===== config.mk =====
export PLATFORM = sky130hd
export DESIGN_NAME = pit_counter
export DESIGN_NICKNAME = d
export VERILOG_FILES = /design/src/rtl/pit_pkg.sv /design/src/rtl/pit_mod_shadow.sv /design/src/rtl/pit_counter.sv
export SDC_FILE = /design/constraint.sdc
export NUM_CORES = 1
export LEC_CHECK = 0
export CORE_MARGIN = 1.5
export CORE_UTILIZATION = 41
export CTS_BUF_LIST = sky130_fd_sc_hd__clkbuf_16
export DETAILED_ROUTE_END_ITERATION = 16
export DONT_BUFFER_PORTS = 1
export PLACE_DENSITY = 0.61
export SLEW_MARGIN = 40
export SYNTH_ARGS = -nofsm -noshare
export SYNTH_HDL_FRONTEND = slang
export SYNTH_HIERARCHICAL = 1
export SYNTH_SLANG_ARGS = --single-unit

===== constraint.sdc =====
create_clock -name bus_clk -period 8.5 [get_ports bus_clk]
set_input_delay 2.125 -clock bus_clk [delete_from_list [all_inputs] [get_ports bus_clk]]
set_output_delay 2.125 -clock bus_clk [all_outputs]
set_load 0.01 [all_outputs]

===== src/rtl/pit_pkg.sv =====
// Shared types and helpers for the PIT modulo counter.
// Holds the default width, the count type and the effective-modulo rule.
package pit_pkg;

  localparam int COUNT_SIZE_DEF = 16;

  typedef logic [COUNT_SIZE_DEF-1:0] pit_cnt_t;

  // A modulo of zero behaves like one: every tick rolls over.
  function automatic logic [31:0] n_eff(
    input logic [31:0] m
  );
    return (m == 32'd0) ? 32'd1 : m;
  endfunction

endpackage


===== src/rtl/pit_mod_shadow.sv =====
// Modulo shadow: pending/active pair with transfer priority.
// Writes land in pending and reach active only on a transfer strobe.
module pit_mod_shadow
  import pit_pkg::*;
#(
  parameter int                    COUNT_SIZE = COUNT_SIZE_DEF,
  parameter logic [COUNT_SIZE-1:0] MOD_RESET  = '1
) (
  input  logic                  bus_clk,
  input  logic                  sync_reset,
  input  logic                  mod_wr,
  input  logic [COUNT_SIZE-1:0] mod_value,
  input  logic                  xfer,
  output logic [COUNT_SIZE-1:0] mod_active,
  output logic                  mod_pend
);

  logic [COUNT_SIZE-1:0] pending_q, pending_d;
  logic [COUNT_SIZE-1:0] active_q, active_d;
  logic                  pend_q, pend_d;

  // A write during a transfer bypasses pending; otherwise pending moves over.
  always_comb begin
    pending_d = pending_q;
    active_d  = active_q;
    pend_d    = pend_q;
    unique case (1'b1)
      xfer && mod_wr: begin
        pending_d = mod_value;
        active_d  = mod_value;
        pend_d    = 1'b0;
      end
      xfer && !mod_wr: begin
        if (pend_q) active_d = pending_q;
        pend_d = 1'b0;
      end
      !xfer && mod_wr: begin
        pending_d = mod_value;
        pend_d    = 1'b1;
      end
      default: ;
    endcase
  end

  // Shadow registers.
  always_ff @(posedge bus_clk) begin
    if (sync_reset) begin
      pending_q <= MOD_RESET;
      active_q  <= MOD_RESET;
      pend_q    <= 1'b0;
    end else begin
      pending_q <= pending_d;
      active_q  <= active_d;
      pend_q    <= pend_d;
    end
  end

  assign mod_active = active_q;
  assign mod_pend   = pend_q;

endmodule


===== src/rtl/pit_counter.sv =====
// Main PIT modulo counter: counts prescale ticks modulo a shadowed value.
// Owns the registered enable, the sticky flags and the interrupt.
module pit_counter
  import pit_pkg::*;
#(
  parameter int                    COUNT_SIZE = COUNT_SIZE_DEF,
  parameter logic [COUNT_SIZE-1:0] MOD_RESET  = '1
) (
  input  logic                  bus_clk,
  input  logic                  sync_reset,
  input  logic                  cnt_en,
  output logic                  cnt_sync_o,
  input  logic                  counter_sync,
  input  logic                  prescale_out,
  input  logic                  mod_wr,
  input  logic [COUNT_SIZE-1:0] mod_value,
  input  logic                  irq_en,
  input  logic                  flag_clr,
  output logic [COUNT_SIZE-1:0] cnt_value,
  output logic [COUNT_SIZE-1:0] mod_active,
  output logic                  mod_pend,
  output logic                  cnt_flag,
  output logic                  ovr_flag,
  output logic                  pit_irq
);

  logic [COUNT_SIZE-1:0] cnt_q, cnt_d;
  logic                  flag_q, flag_d;
  logic                  ovr_q, ovr_d;
  logic                  sync_q, sync_d;

  logic [COUNT_SIZE:0]   cnt_inc;
  logic [COUNT_SIZE:0]   n_lim;
  logic                  tick;
  logic                  roll;
  logic                  xfer;

  assign cnt_inc = {1'b0, cnt_q} + (COUNT_SIZE+1)'(1);
  assign n_lim   = (COUNT_SIZE+1)'(n_eff(32'(mod_active)));
  assign tick    = counter_sync & prescale_out;
  assign roll    = tick & (cnt_inc >= n_lim);
  assign xfer    = ~counter_sync | roll;

  pit_mod_shadow #(
    .COUNT_SIZE (COUNT_SIZE),
    .MOD_RESET  (MOD_RESET)
  ) u_shadow (
    .bus_clk    (bus_clk),
    .sync_reset (sync_reset),
    .mod_wr     (mod_wr),
    .mod_value  (mod_value),
    .xfer       (xfer),
    .mod_active (mod_active),
    .mod_pend   (mod_pend)
  );

  // Next count, flags and registered enable; rollover beats flag_clr.
  always_comb begin
    sync_d = cnt_en;
    cnt_d  = cnt_q;
    unique case (1'b1)
      !counter_sync:  cnt_d = '0;
      roll:           cnt_d = '0;
      tick && !roll:  cnt_d = cnt_inc[COUNT_SIZE-1:0];
      default: ;
    endcase
    flag_d = flag_q;
    if (roll)          flag_d = 1'b1;
    else if (flag_clr) flag_d = 1'b0;
    ovr_d = ovr_q;
    if (flag_clr)            ovr_d = 1'b0;
    else if (roll && flag_q) ovr_d = 1'b1;
  end

  // Counter state; reset overrides every other input.
  always_ff @(posedge bus_clk) begin
    if (sync_reset) begin
      cnt_q  <= '0;
      flag_q <= 1'b0;
      ovr_q  <= 1'b0;
      sync_q <= 1'b0;
    end else begin
      cnt_q  <= cnt_d;
      flag_q <= flag_d;
      ovr_q  <= ovr_d;
      sync_q <= sync_d;
    end
  end

  assign cnt_value  = cnt_q;
  assign cnt_flag   = flag_q;
  assign ovr_flag   = ovr_q;
  assign cnt_sync_o = sync_q;
  assign pit_irq    = flag_q & irq_en;

endmodule


==> results of run 1 <==
path summary, 6_finish.rpt:
path / startpoint / end / slack, ns / depth (start not counted)
min reg2reg: u_shadow/pending_q[15]$_SDFFE_PP1P_ / u_shadow/pending_q[15]$_SDFFE_PP1P_ / 0.48 / 2
max: cnt_value[0]$_SDFFE_PP0P_ / u_shadow/mod_active[9]$_SDFFE_PP1P_ / 4.02 / 14
max reg2reg: cnt_value[0]$_SDFFE_PP0P_ / u_shadow/mod_active[9]$_SDFFE_PP1P_ / 4.02 / 14
min: u_shadow/pending_q[15]$_SDFFE_PP1P_ / u_shadow/pending_q[15]$_SDFFE_PP1P_ / 0.48 / 2
flip-flops by register name, summed over array words and instances, names as in the netlist:
register,count
u_shadow/pending_q,16
cnt_value,16
u_shadow/mod_pend,1
cnt_sync_o,1
cnt_flag,1
ovr_flag,1
u_shadow/mod_active,16
power breakdown:
group / switching [mW] / internal [mW] / total (mW)
Sequential: 0.00936 / 0.253 / 0.262
Clock: 0.0933 / 0.110 / 0.203
Combinational: 0.0148 / 0.0128 / 0.0277
Total: 0.117 / 0.375 / 0.493
cells in the final DEF, fill, tap and decap left out, drive strengths merged, types with 4 or more instances in the layout:
| cell type | netlist | layout |
|---|---|---|
| nand3 | 23 | 23 |
| xnor2 | 10 | 10 |
| a211oi | 16 | 16 |
| xor2 | 4 | 4 |
| nand4b | 4 | 4 |
| nand4 | 4 | 4 |
| ha | 17 | 17 |
| dfxtp | 52 | 52 |
| nor3b | 4 | 4 |
| nand2 | 13 | 13 |
| nand3b | 5 | 5 |
| inv | 16 | 17 |
| a21oi | 28 | 28 |
| nand2b | 35 | 35 |
| clkbuf | 9 | 5 |
| a31oi | 10 | 10 |
| nor2 | 8 | 8 |
| and3 | 5 | 5 |
| mux2i | 16 | 16 |
per-stage QoR:
stage | setup slack, ns | util [%] | instances | total power [mW]
after floorplan | 4.09 | - | 312 | 0.295
after global placement | 3.95 | 41.5 | 372 | 0.295
after detailed placement | 4.05 | 41.5 | 372 | 0.295
after CTS | 4.02 | 43.6 | 380 | 0.498
after global routing | 3.61 | 43.6 | 380 | 0.513
final | 4.02 | 43.6 | 380 | 0.493
layer usage:
metal  part of all wire, %  wire length [um]  track usage (%)
met3                   6.5               390             5.77
met5                     0                 0                0
met1                    49              2950             23.6
met2                    44              2620             24.1
met4                  0.85                51             4.84
layout make-up:
type	count	area (um^2)	area share, %
clock buffer	5	125	4.27
multi-input combinational	224	1590	54.1
sequential	52	1040	35.5
clock inverter	3	21.3	0.725
tap	80	100	3.41
inverter	16	60.1	2.05
logic make-up after synthesis:
kind of cell             after synthesis  synth area share, %
AND/OR/NAND/NOR                      114                 24.5
AO/OA/AOI/OAI                         63                 14.1
flip-flops                            52                 36.9
buffers and inverters                 36                 6.92
adder cells (fa/ha/maj)               17                 7.54
multiplexers                          16                 5.68
XOR/XNOR                              14                 4.35
worst min-delay path, stage by stage, from the launching register on:
cell,delay [ns]
sky130_fd_sc_hd__dfxtp_1,0.31
sky130_fd_sc_hd__mux2i_1,0.08
sky130_fd_sc_hd__nand2b_1,0.07
==> results.txt, run 1 <==
----------------------------------------------------
[Global route]
  Maximum number of pins on one net before global-route repair ... 38
  Initial antenna violation count ... 0
  Wire length of the first global-routing pass ... 9880 um
  Vias in the first global route ... between 1500 and 2000
  Overall Global Routing Usage ... around 17%
  Overflow after GRT ... 0

[Synthesis]
  Cell area after synthesis ... between 2000 and 3000 um^2
  Yosys warnings ... 6
  Post-synthesis sequential area ratio ... about 37%
  Synthesized flop and latch total ... 52
  Cell types with the highest counts after synthesis ... 52 x sky130_fd_sc_hd__dfxtp_1, 35 x sky130_fd_sc_hd__nand2b_1, 28 x sky130_fd_sc_hd__a21oi_1
  Portion of synthesized cell area occupied by the leading cell type ... 36.9%
  Synth Area per Inst ... ~9.0 um^2
  Number of flops mapped to enable cells by yosys ... 0
  Most frequent cell after synthesis ... sky130_fd_sc_hd__dfxtp_1
  Unique masters post-synth ... 42
  Most used flip-flop cell after synthesis ... sky130_fd_sc_hd__dfxtp_1
  Async set-reset flop share out of synthesis ... 0%
  Syn_nets ... ~350
  Cell type with the highest aggregate area in the netlist ... sky130_fd_sc_hd__dfxtp_1
  Largest cells by area after synthesis ... sky130_fd_sc_hd__dfxtp_1 37%, sky130_fd_sc_hd__nand2b_1 7.8%, sky130_fd_sc_hd__ha_1 7.5%
  Number of instances in the synthesized netlist ... approximately 310

[Routing]
  DRC violation count after routing ... 0
  First-pass detailed-route iteration total ... 4
  Average routed wire per standard cell ... between 15 and 20 um
  Final routed wirelength across all metal layers ... ~6000 um
  Vias ... around 2200
  Number of routed nets with antenna violations ... 0
  Vias per inst ... between 5 and 6
  Number of design-rule violations left by the first detailed-router iteration ... slightly below 100

[Placed design]
  IO Port Bufs ... 0
  Final RePlAce weighted congestion ... around 0.79
  Post-DP Area ... ~2800 um^2
  Hpwl dp ... 4300 um

[Worst setup path]
  Delay contributed by the slowest stage of the critical path ... around 0.6 ns
  Highest fanout seen on the critical path ... 26
  Worst path slowest cell ... sky130_fd_sc_hd__and3b_1
  Ordered list of cells on the worst path ... ha_1 -> and3_1 -> and3_1 -> nand2_1 -> nor2_1 -> xor2_1 -> ha_1 -> nand4_1 -> or2_2 -> o2111a_2 -> nand2b_1 -> nand2_1 -> and3b_1 -> a21oi_1
  Required time worst endpoint ... between 8 and 9 ns
  Crit Path Category ... reg -> reg
  Largest delay contributor family on the critical path ... simple AND/OR/NAND/NOR gates
  Setup crit start kind ... flop
  Critical Path Sink Type ... flop
  CP arrival ... roughly 4.6 ns
  Critical path buffers and inverters ... 0

[Timing]
  Highest clock frequency the design can meet ... approximately 220 MHz
  Crit share post-route ... a little over half
  Total negative slack for setup checks ... 0 ns
  Skew final ... between 0.007 and 0.008 ns
  Worst slew margin ... a little over half
  Slew at the pin closest to its max-slew limit ... between 0.6 and 0.7 ns
  Final setup violation count ... 0
  Final worst path period need ... 4.48 ns
  Unrepaired setup endpoints after global routing ... false
  Hold WS ... just under 0.5 ns
  Max Slew Vio Count ... 0
  Final Hold Viols ... 0

[Clock tree]
  Resize count post-CTS ... 0
  Clk pin slew, worst setup/hold paths ... about 0.070 ns
  Latest clock arrival within the worst-skew pair ... 0.29 ns
  Max Buffers Root-to-Sink ... 2
  Sinks on Clock Net ... 52
  Post CTS Setup Buffer Count ... 0
  Inserted Clock Buffers ... 5
  Hold buffer count at cts ... 0
  CTS tree ... built
  Depth of the CTS H-tree ... 2
  Library cell used as clock root buffer ... sky130_fd_sc_hd__clkbuf_16

[Final layout]
  Ratio of cells with drive above 1 in the final layout ... about 6.3%
  Final Net Count ... 340
  Fillers ... around 660
  Final Instance Area ... 2930 um^2
  # diodes ... 0
  Synthesis-to-finish area growth ... 3.99%

[Power]
  Worst vdd rail ir drop ... 101 uV
  Reported leakage power ... 1.21 nW
  Power density normalized to cell area ... between 150 and 200 nW/um^2

[Die]
  Starting density of the core ... between 40% and 50%
  Io pins ... between 60 and 70
  Area of the core ... 6720 um^2
  Die Span X ... about 86 um
  Height of the die ... 85.9 um
  Die area ... around 7400 um^2
  Row count ... 30

[Job]
  Number of max-cap violations ... 0

[Hold path]
  Hold Path Class ... reg -> reg

[Run status]
  Run status ... complete, no violations

----------------------------------------------------
Power figures use the tool's default switching activity.
==> run 2: changes to the inputs <==
--- a/config.mk
+++ b/config.mk
@@ -5,6 +5,7 @@
 export SDC_FILE = /design/constraint.sdc
 export NUM_CORES = 1
 export LEC_CHECK = 0
+export ABC_AREA = 1
 export CORE_MARGIN = 1.5
 export CORE_UTILIZATION = 41
 export CTS_BUF_LIST = sky130_fd_sc_hd__clkbuf_16
==> constraint.sdc (replaced) <==
create_clock -name bus_clk -period 4.68 [get_ports bus_clk]
set_input_delay 1.17 -clock bus_clk [delete_from_list [all_inputs] [get_ports bus_clk]]
set_output_delay 1.17 -clock bus_clk [all_outputs]
set_load 0.01 [all_outputs]
==> results.txt, run 2 <==
----------------------------------------------------
[Die]
  Die Span X ... just under 90 um
  Height of the die ... just under 90 um
  Io pins ... 61
  Die area ... 7590 um^2
  Area of the core ... just under 7000 um^2
  Starting density of the core ... between 40 and 50%
  Row count ... 30

[Worst setup path]
  CP arrival ... ~3.8 ns
  Largest delay contributor family on the critical path ... simple AND/OR/NAND/NOR gates
  Delay contributed by the slowest stage of the critical path ... between 0.5 and 0.6 ns
  Ordered list of cells on the worst path ... ha_1 -> nand3_1 -> nor2_1 -> nand3_1 -> xor2_1 -> ha_1 -> a21oi_1 -> nor2_1 -> nor2_1 -> nand3_1 -> nor2_2 -> nand2_1 -> nand2_1 -> nand2_1 -> or2_2 -> nand3_1 -> nand2_1
  Setup crit start kind ... flop
  Required time worst endpoint ... a little under 5 ns
  Worst path slowest cell ... sky130_fd_sc_hd__nor2_2
  Critical path buffers and inverters ... 0
  Internal reg-to-reg setup slack ... between 1 and 1.5 ns
  Highest fanout seen on the critical path ... 17
  Crit Path Category ... reg -> reg
  Critical Path Sink Type ... flop

[Timing]
  Final Hold Viols ... 0
  Max Slew Vio Count ... 0
  Unrepaired setup endpoints after global routing ... false
  Crit share post-route ... between 70% and 80%
  Slew at the pin closest to its max-slew limit ... approximately 0.64 ns
  Worst slew margin ... around 57%
  Total negative slack for setup checks ... 0 ns
  Highest clock frequency the design can meet ... 281 MHz
  Hold WS ... ~0.45 ns
  Final worst path period need ... 3.56 ns
  Final setup violation count ... 0
  Skew final ... 0.00397 ns

[Routing]
  Number of design-rule violations left by the first detailed-router iteration ... approximately 140
  Vias ... ~2500
  Number of routed nets with antenna violations ... 0
  Average routed wire per standard cell ... approximately 14 um
  Vias per inst ... a little under 5
  First-pass detailed-route iteration total ... 4
  Final routed wirelength across all metal layers ... 6860 um
  DRC violation count after routing ... 0

[Final layout]
  # diodes ... 0
  Most common cell after layout, fill and taps aside ... sky130_fd_sc_hd__nand2_1
  Commonest cells after routing, fill and taps aside ... 142 x sky130_fd_sc_hd__nand2_1, 52 x sky130_fd_sc_hd__dfxtp_1, 40 x sky130_fd_sc_hd__nand3_1
  Final Net Count ... 440
  Ratio of cells with drive above 1 in the final layout ... roughly 7.8%
  Synthesis-to-finish area growth ... 5.82%

[Global route]
  Initial antenna violation count ... 0
  Most used routing layer in global routing ... met2
  Vias in the first global route ... ~2400
  Wire length of the first global-routing pass ... approximately 12000 um
  Overall Global Routing Usage ... roughly a fifth
  M1 GR Usage ... about a quarter
  Met2 routing resource usage after global routing ... about a third
  Met3 Use GR ... 5.31%
  Overflow after GRT ... 0
  Maximum number of pins on one net before global-route repair ... 32

[Clock tree]
  Depth of the CTS H-tree ... 2
  Clk pin slew, worst setup/hold paths ... about 0.070 ns
  Post CTS Setup Buffer Count ... 0
  Hold buffer count at cts ... 0
  CTS tree ... built
  Latest clock arrival within the worst-skew pair ... 0.29 ns
  Library cell used as clock root buffer ... sky130_fd_sc_hd__clkbuf_16
  Inserted Clock Buffers ... 5
  Max Buffers Root-to-Sink ... 2
  Resize count post-CTS ... 0
  Sinks on Clock Net ... 52

[Power]
  Power density normalized to cell area ... roughly 300 nW/um^2
  Worst vdd rail ir drop ... ~190 uV
  Reported leakage power ... ~1.5 nW

[Synthesis]
  Unique masters post-synth ... 31
  Async set-reset flop share out of synthesis ... 0%
  Cell types with the highest counts after synthesis ... 142 x sky130_fd_sc_hd__nand2_1, 52 x sky130_fd_sc_hd__dfxtp_1, 40 x sky130_fd_sc_hd__nand3_1
  Number of instances in the synthesized netlist ... approximately 410
  Synthesized flop and latch total ... 52
  Cell area after synthesis ... ~2900 um^2
  Post-synthesis sequential area ratio ... between 30% and 40%
  Number of flops mapped to enable cells by yosys ... 0
  Portion of synthesized cell area occupied by the leading cell type ... 35.9%
  Most used flip-flop cell after synthesis ... sky130_fd_sc_hd__dfxtp_1
  Cell type with the highest aggregate area in the netlist ... sky130_fd_sc_hd__dfxtp_1
  Most frequent cell after synthesis ... sky130_fd_sc_hd__nand2_1
  Largest cells by area after synthesis ... sky130_fd_sc_hd__dfxtp_1 36%, sky130_fd_sc_hd__nand2_1 18%, sky130_fd_sc_hd__ha_1 7.3%
  Synth Area per Inst ... about 7.1 um^2
  Yosys warnings ... 6
  Syn_nets ... 447

[Job]
  Number of max-cap violations ... 0

[Placed design]
  Final RePlAce weighted congestion ... 0.836
  Hpwl dp ... slightly above 5000 um
  IO Port Bufs ... 0

[Run status]
  Run status ... complete, no violations

[Hold path]
  Hold Path Class ... reg -> reg

----------------------------------------------------
==> run 2: cell types whose count changed after synthesis, sizes merged, moves of 8 or more <==
cell,previous run,this run
a211oi,16,0
a21oi,28,20
a31oi,10,0
inv,16,38
mux2i,16,0
nand2,13,148
nand2b,35,0
nand3,23,41
nand4,4,18
nor2,8,31
==> run 2: cell type report <==
type	instances	area (um^2)
clock inverters	3	20.0
multi-input cells	301	1620
fillers	739	3760
flip-flops and latches	52	1040
clock buffers	5	125
inverters	39	146
well taps	96	120
==> run 2: final timing paths <==
path                            cells past startpoint                                 from                             endpoint
worst max register to register                     17            cnt_value[0]$_SDFFE_PP0P_  u_shadow/mod_active[0]$_SDFFE_PP1P_
worst min register to register                      2  u_shadow/pending_q[10]$_SDFFE_PP1P_  u_shadow/pending_q[10]$_SDFFE_PP1P_
worst max-delay path                               17            cnt_value[0]$_SDFFE_PP0P_  u_shadow/mod_active[0]$_SDFFE_PP1P_
worst min-delay path                                2  u_shadow/pending_q[10]$_SDFFE_PP1P_  u_shadow/pending_q[10]$_SDFFE_PP1P_
==> run 2: per-stage QoR <==
step,cell area (um^2),util [%],worst slack [ns],cells,power (mW)
2_1_floorplan,2900,-,1.86,406,0.567
3_3_place_gp,2920,42.8,1.27,488,0.577
3_5_place_dp,2930,42.8,1.18,488,0.579
4_1_cts,3070,45.0,1.15,496,0.942
5_1_grt,3070,45.0,0.723,496,0.975
6_report,3070,45.0,1.12,496,0.931
==> run 2: cells by family (layout without fill, tap and decap cells) <==
family                     count (synthesis)  after routing  synth area share [%]
and+or+nand+nor                          246            246                  39.6
buffers and inverters                     53             47                  8.45
DFF                                       52             52                  35.9
AOI/OAI and AO/OA                         26             26                  5.13
adders and majority gates                 17             17                  7.33
xor gates and xnor gates                  12             12                  3.62
==> run 2: metal layers <==
layer,routed length [um],up-vias
li1,-,1292
met1,3120,1079
met2,3200,74
met3,455,9
met4,87,0
met5,0,-
==> run 2: tightest hold or removal path: stages (launching register included) <==
cell and delay (ns):
sky130_fd_sc_hd__dfxtp_1 0.31, sky130_fd_sc_hd__nand2_1 0.06, sky130_fd_sc_hd__nand3_1 0.06
==> run 2: report_power, final <==
part	total, mW	leakage (nW)	switching (mW)	internal [mW]
clock network	0.363	0.0712	0.165	0.197
registers	0.489	0.428	0.0245	0.464
logic	0.0790	1.00	0.0510	0.0280
